--- src/rtl/mem_read_arbiter.sv ---
// Round-robin arbiter sharing the input-memory read port among NUM_REQ requesters.
// An in-order tag FIFO remembers who issued each accepted read so returns are routed back.
module mem_read_arbiter #(
  parameter int NUM_REQ         = 4,
  parameter int ADDR_WIDTH      = 17,
  parameter int DATA_WIDTH      = 32,
  parameter int MAX_OUTSTANDING = 8
) (
  input  logic                               clk,
  input  logic                               reset,
  input  logic [NUM_REQ-1:0]                 reqReadReq,
  input  logic [NUM_REQ*ADDR_WIDTH-1:0]      reqReadAdd,
  output logic [NUM_REQ-1:0]                 reqReadAck,
  output logic [NUM_REQ-1:0]                 reqReadDataValid,
  output logic [DATA_WIDTH-1:0]              reqReadData,
  output logic                               inputMemoryReadReq,
  input  logic                               inputMemoryReadAck,
  output logic [ADDR_WIDTH-1:0]              inputMemoryReadAdd,
  input  logic                               inputMemoryReadDataValid,
  input  logic [DATA_WIDTH-1:0]              inputMemoryReadData,
  output logic [$clog2(MAX_OUTSTANDING):0]   outstanding,
  output logic                               errUnexpected
);

  localparam int IW = $clog2(NUM_REQ);
  localparam int PW = $clog2(MAX_OUTSTANDING);
  localparam int CW = PW + 1;

  typedef enum logic {IDLE, ISSUE} state_t;

  state_t        state;
  state_t        state_next;
  logic [IW-1:0] rr_ptr;
  logic [IW-1:0] grant;
  logic [IW-1:0] pick;
  logic          pick_found;
  logic          launch;
  logic          push;
  logic          pop;
  logic          full;
  logic [PW-1:0] wr_ptr;
  logic [PW-1:0] rd_ptr;
  logic [CW-1:0] count;
  logic [IW-1:0] tag_mem [MAX_OUTSTANDING];

  assign full        = (count == CW'(MAX_OUTSTANDING));
  assign pop         = inputMemoryReadDataValid && (count != '0);
  assign outstanding = count;

  // First requesting index at or after rr_ptr, wrapping modulo NUM_REQ.
  always_comb begin
    pick_found = 1'b0;
    pick       = rr_ptr;
    for (int k = 0; k < NUM_REQ; k++) begin
      if (!pick_found && reqReadReq[(int'(rr_ptr) + k) % NUM_REQ]) begin
        pick_found = 1'b1;
        pick       = IW'((int'(rr_ptr) + k) % NUM_REQ);
      end
    end
  end

  always_comb begin
    state_next = state;
    launch     = 1'b0;
    push       = 1'b0;
    reqReadAck = '0;
    case (state)
      IDLE: begin
        if (pick_found && !full) begin
          launch     = 1'b1;
          state_next = ISSUE;
        end
      end
      ISSUE: begin
        if (inputMemoryReadAck) begin
          push              = 1'b1;
          reqReadAck[grant] = 1'b1;
          state_next        = IDLE;
        end
      end
      default: state_next = IDLE;
    endcase
  end

  // Grant, address and request stay frozen for the whole ISSUE phase.
  always_ff @(posedge clk or negedge reset) begin
    if (!reset) begin
      state              <= IDLE;
      rr_ptr             <= '0;
      grant              <= '0;
      inputMemoryReadAdd <= '0;
      inputMemoryReadReq <= 1'b0;
    end else begin
      state <= state_next;
      if (launch) begin
        grant              <= pick;
        inputMemoryReadAdd <= reqReadAdd[pick*ADDR_WIDTH +: ADDR_WIDTH];
        inputMemoryReadReq <= 1'b1;
        rr_ptr             <= (int'(pick) == NUM_REQ - 1) ? '0 : pick + 1'b1;
      end else if (push) begin
        inputMemoryReadReq <= 1'b0;
      end
    end
  end

  always_ff @(posedge clk or negedge reset) begin
    if (!reset) begin
      wr_ptr <= '0;
      rd_ptr <= '0;
      count  <= '0;
    end else begin
      if (push) wr_ptr <= wr_ptr + 1'b1;
      if (pop)  rd_ptr <= rd_ptr + 1'b1;
      case ({push, pop})
        2'b10:   count <= count + 1'b1;
        2'b01:   count <= count - 1'b1;
        default: count <= count;
      endcase
    end
  end

  always_ff @(posedge clk) begin
    if (push) tag_mem[wr_ptr] <= grant;
  end

  // A return with nothing outstanding means a tag was lost (e.g. reset mid-flight).
  always_ff @(posedge clk or negedge reset) begin
    if (!reset) begin
      reqReadDataValid <= '0;
      reqReadData      <= '0;
      errUnexpected    <= 1'b0;
    end else begin
      reqReadDataValid <= '0;
      if (pop) begin
        reqReadDataValid[tag_mem[rd_ptr]] <= 1'b1;
        reqReadData                       <= inputMemoryReadData;
      end
      if (inputMemoryReadDataValid && (count == '0)) errUnexpected <= 1'b1;
    end
  end

endmodule

--- config.mk ---
export PLATFORM = sky130hd
export DESIGN_NAME = mem_read_arbiter
export DESIGN_NICKNAME = d
export VERILOG_FILES = /design/src/rtl/mem_read_arbiter.sv
export SDC_FILE = /design/constraint.sdc
export NUM_CORES = 1
export LEC_CHECK = 0
export ABC_CLOCK_PERIOD_IN_PS = 3600
export BUFFER_PORTS_ARGS = -buffer_cell sky130_fd_sc_hd__clkbuf_2
export CAP_MARGIN = 10
export CORE_AREA = 8 8 116 91
export CTS_CLUSTER_DIAMETER = 40
export DETAILED_ROUTE_END_ITERATION = 6
export DIE_AREA = 0 0 124 99
export HOLD_SLACK_MARGIN = 0.15
export PLACE_DENSITY = 0.76
export SLEW_MARGIN = 20
export SYNTH_ARGS = -nofsm -noshare
export SYNTH_HDL_FRONTEND = slang
export SYNTH_SLANG_ARGS = --single-unit
--- constraint.sdc ---
create_clock -name clk -period 3.6 [get_ports clk]
set_input_delay 0.9 -clock clk [delete_from_list [all_inputs] [get_ports clk]]
set_output_delay 0.9 -clock clk [all_outputs]
set_load 0.01 [all_outputs]
# [Word level (Yosys, flattened, before mapping)]
# Memory sizes are Yosys's and may differ from the RTL's.
# Cells that the tools add are included.
[totals] ram_bits=16 input_bits=108 n_memories=1 elab_cells=94 ff_bits=70 output_inout_bits=63
[op_classes] add_sub_neg=8 reduce_logical=19 magnitude_cmp=8 n_shift=1 mul=1 mux=37 bitwise=4 n_eq_ne=4
[memory_table] name="tag_mem" depth=8 width=2 read_ports=1 rd_clocked_by_memory_dff=0 write_ports=1 line_no="44" source="logic [IW-1:0] tag_mem [MAX_OUTSTANDING];"
[ops] cell="indexed part select 68 x 8 -> 17 bit" n=1
[ops] cell="two-way mux 1 bit" n=22
[ops] cell="< comparator 3 x 4 -> 1 bit, second input constant" n=3
[ops] cell="two-way mux 4 bit" n=3
[ops] cell="< comparator 2 x 3 -> 1 bit, second input constant" n=3
[ops] cell="binary-select mux 1 bit (select 2 bit)" n=4
[ops] cell="logical AND 1 bit" n=8
[ops] cell="two-way mux 2 bit" n=4
[ops] cell="one-hot mux 4 bit (2 select lines)" n=1
[ops] cell="multiplier 2 x 5 -> 7 bit, second input constant" n=1
[ops] cell="adder 3 x 1 -> 3 bit, second input constant" n=2
[ops] cell="OR reduction 2 bit" n=3
[ops] cell="adder 2 x 1 -> 2 bit, second input constant" n=2
[ops] cell="adder 2 bit, second input constant" n=2
[ops] cell="adder 4 x 1 -> 4 bit, second input constant" n=1
[ops] cell="demux 1 bit (select 2 bit)" n=2
[ops] cell="== test 2 x 1 -> 1 bit, second input constant" n=2
[ops] cell="== test 4 bit, second input constant" n=1
[ops] cell=">= comparator 2 x 1 -> 1 bit, second input constant" n=2
[ops] cell="zero test 1 bit" n=4
[ops] cell="zero test 4 bit" n=1
[ops] cell="nonzero test 2 bit" n=2
[ops] cell="nonzero test 4 bit" n=1
[ops] cell="subtractor 4 x 1 -> 4 bit, second input constant" n=1
[ops] cell="other kinds (4)" n=6

# [Depth between registers and ports, before layout]
[depth] depth_word=18 depth_mapped=13 depth_no_buf=10

# [Worst setup path after synthesis]
# OpenSTA, ideal clock, no wires.
[synth_path] kind="flip-flop to flip-flop" start="register count[1], in the netlist outstanding[1]" end="register count[2], in the netlist outstanding[2]" t_arrival_ps=2582 setup_time_ps=130 required_time_ps=3470 path_buffers=3 slack_ps=888 synth_period_minus_slack_ps=2712 stages_incl_launch_ff=14 path_cell_list="dfrtp_1 clkbuf_1 nor4_1 nand2b_1 buf_2 clkinv_1 buf_2 ha_1 xor2_1 ha_1 a21oi_1 xor2_1 nor2_1 xor2_1"
[synth_between] elab_chain_cells=4 word_cells_on_any_way=8 classes_between="2 x add/sub; 2 x eq/ne; 1 x mux; 3 x reduce/logical"
[synth_rtl] element="start: declaration" line_no="43" source="logic [CW-1:0] count;"
[synth_rtl] element="start signal: assignment" line_no="115" source="2'b10: count <= count + 1'b1;"
[synth_rtl] element="start signal: assignment" line_no="116" source="2'b01: count <= count - 1'b1;"
[synth_rtl] element="start signal: assignment" line_no="117" source="default: count <= count;"
[synth_rtl] element="nonzero test 4 bit *" line_no="47" source="assign pop = inputMemoryReadDataValid && (count != '0);"
[synth_rtl] element="logical AND 1 bit *" line_no="47"
[synth_rtl] element="net pop" line_no="39" source="logic pop;"
[synth_rtl] element="== test 2 x 1 -> 1 bit or == test 2 bit (tied branches)" line_no="114" source="case ({push, pop})"
[synth_rtl] element="one-hot mux 4 bit (2 select lines) or nonzero test 2 bit (tied branches)"
# Mark *: on every way through the listed nets, which the timed path passes. The rest lies on a longest branch.
# A chain may end at the register's enable or synchronous reset.

# [Worst setup path in the final report]
[layout_path] start="input port inputMemoryReadAck" end="output port reqReadAck[1]"
[layout_between] elab_chain_cells=2
[layout_rtl] element="start: declaration" line_no="17" source="input logic inputMemoryReadAck,"
[layout_rtl] element="two-way mux 4 bit" line_no="75" source="if (inputMemoryReadAck) begin"
[layout_rtl] element="two-way mux 4 bit" line_no="67" source="case (state)"
[layout_rtl] element="end: declaration" line_no="13" source="output logic [NUM_REQ-1:0] reqReadAck,"
# No other way between the ends.

==> results.yml <==
placement:
  hpwlAfterDp_um: 8200
  port-buffer-count: 170
  gp_congestion: 0.784
  dp_worst_setup_slack_ps: 821
route:
  wl_per_cell_um: 15.6
  drtIter0Drc: 250
  ant_nets: 0
  drc: 0
  wl_um: 10700
  drt_pass1_iterations: 4
  vias_per_cell: 5.07
  via_count: 3484
floorplan:
  initial_utilization: 0.463
  die_x_um: 124
  core_area_sq_um: 8780
  io_pins: 171
  die_y_um: 99
  die-area_sq_um: 12300
  rows: 30
cells_and_area:
  nNetsFinal: 683
  layout_common_cells: "169 x clkbuf_2, 128 x nand2_1, 70 x dfrtp_1"
  diodes: 0
  final_layout_size_suffix_gt1_frac: 0.351
  final_common_cell: "clkbuf_2"
  syn2layout_area_growth_pct: 30.1
hold_path:
  worstHoldStart: "errUnexpected$_DFFE_PN0P_"
  min_path_type: "reg2reg"
global_routing:
  grt_usage: 0.174
  grt_pass1_wl_um: 17200
  grt_pass1_vias: 3466
  antenna_found_initial: 0
  grt_overflow: 0
  grt_max_degree: 40
timing:
  worst_slew_pin_slew_ps: 833
  finalCritPeriodShare: 0.780
  finalCriticalPeriod_ps: 2810
  setup_ws_ps: 791
  hold_violations: 0
  slew_violations: 0
  setup_viol: 0
  grt_setup_unrepaired: "false"
  relSlewSlack: 0.445
  skew_ps: 7.46
  max_freq_mhz: 356
  fin_setup_tns_ps: 0
clock_tree:
  cts_root_buf: "clkbuf_16"
  clk_pin_slew_worst_paths_ps: 60
  cts_setup_buffers: 0
  clk_path_buf_depth: 2
  htree_levels: 3
  cts-buffers-inserted: 9
  clock_latency_ps: 330
  ctsHoldBuffers: 0
  cts_tree: "yes"
  clkSinkCount: 86
  cts_resized: 0
job:
  cap_violations: 0
run_status:
  status: "finished clean"
synth:
  synth_edf_count: 16
  ys_ff_latch: 86
  yosys_warnings: 0
  synth.cell_area_sq_um: 4070
  syn_inst: 410
  synthArstFlopShare: 0.814
  synth_cell_types: 40
  dominantRegCellSynth: "dfrtp_1"
  synth_nets: 523
  syn_area_per_cell_sq_um: 9.92
  synth.area.top_cells: "dfrtp_1 43%, edfxtp_1 12%, nand2_1 12%, a211oi_1 6.3%, and3_1 5.4%"
  synth_top_area_frac: 0.431
  synth_top_area_cell: "dfrtp_1"
  synth-seq-area-share: 0.549
power:
  ir_drop_mv: 0.454
  power.total_mw: 4.16
  p_leak_nw: 2.74
  p_per_area_nw_per_um2: 785
worst_setup_path:
  r2r_start: "outstanding[1]$_DFFE_PN0P_"
  cp_max_fo: 7
  cp-start-kind: "primary input"
  criticalPathCategory: "in2out"
  startpoint: "inputMemoryReadAck"
  worstPathRequired_ps: 2700
  crit_arrival_ps: 1910
  cp-end-kind: "output port"
-- synthesized netlist by cell type, types with 2 or more instances --
cell / n
buf_2: 9
xnor2_1: 5
mux4_2: 4
nand2_1: 128
mux2_2: 3
nor3_1: 4
dfrtp_1: 70
and3_1: 35
inv_1: 3
a21oi_1: 4
edfxtp_1: 16
nor2_1: 15
nor3b_1: 2
ha_1: 5
xor2_1: 4
nand2b_1: 6
clkbuf_1: 16
o31ai_1: 17
o21ai_1: 2
a211oi_1: 34
nor2b_1: 3
nand3b_1: 2
o22ai_1: 2
o21ai_0: 5
-- critical path: stages --
cell and delay, ps:
clkbuf_2 100, and2_0 290, inv_1 190, nor3b_1 260
clkbuf_2 180
-- metal layers --
layer  vias up  track usage  routed length, um
li1       1756            -                  -
met1      1589        0.237               4790
met2       133        0.255               4770
met3         6       0.0669               1100
met4         0       0.0411                 54
met5         -            0                  0
-- metrics by stage --
stage	hold WS [ps]	cells	area (sq um)	utilization
2_1_floorplan	489	410	4070	-
3_5_place_dp	444	671	5000	0.569
4_1_cts	459	687	5290	0.602
5_1_grt	473	687	5290	0.602
3_3_place_gp	437	671	5000	0.569
6_report	454	687	5290	0.602
-- flip-flops by register name (all words and copies together), names as in the netlist --
name and count:
errUnexpected 1, grant 2, inputMemoryReadAdd 17, inputMemoryReadReq 1
outstanding 4, rd_ptr 3, reqReadData 32, reqReadDataValid 4
rr_ptr 2, state 1, tag_mem 16, wr_ptr 3
-- final timing paths --
kind / end / depth (start not counted) / slack [ps]
setup / recovery: reqReadAck[1] / 5 / 790
hold / removal: errUnexpected$_DFFE_PN0P_ / 1 / 450
setup reg to reg: outstanding[2]$_DFFE_PN0P_ / 10 / 1180
hold reg to reg: errUnexpected$_DFFE_PN0P_ / 1 / 450
max in group asynchronous: inputMemoryReadAdd[3]$_DFFE_PN0P_ / 2 / 2260
min in group asynchronous: reqReadData[0]$_DFFE_PN0P_ / 1 / 670
-- cell type report --
type                    instances  area (sq um)
inverters                       4          15.0
flip-flops and latches         86          2230
well taps                     112           140
multi-input cells             293          1700
repair buffers                176           908
fillers                       766          3490
clock buffers                  11           254
clock inverters                 5          38.8
-- logic make-up after synthesis --
| family | count (synthesis) | synth area share |
|---|---|---|
| multiplexers | 8 | 0.0329 |
| flip-flops | 86 | 0.549 |
| XOR/XNOR | 9 | 0.0194 |
| AND/OR/NAND/NOR | 201 | 0.223 |
| buffers and inverters | 31 | 0.0323 |
| adder cells (fa/ha/maj) | 5 | 0.0154 |
| AO/OA/AOI/OAI | 70 | 0.128 |
-- where the power goes --
part           switching, mW  internal [mW]  leakage [nW]
registers              0.298           1.35         0.996
logic                  0.917          0.695          1.60
clock network          0.375          0.516         0.144
total                   1.59           2.57          2.74
No activity file was read; power rests on OpenSTA's default activity.
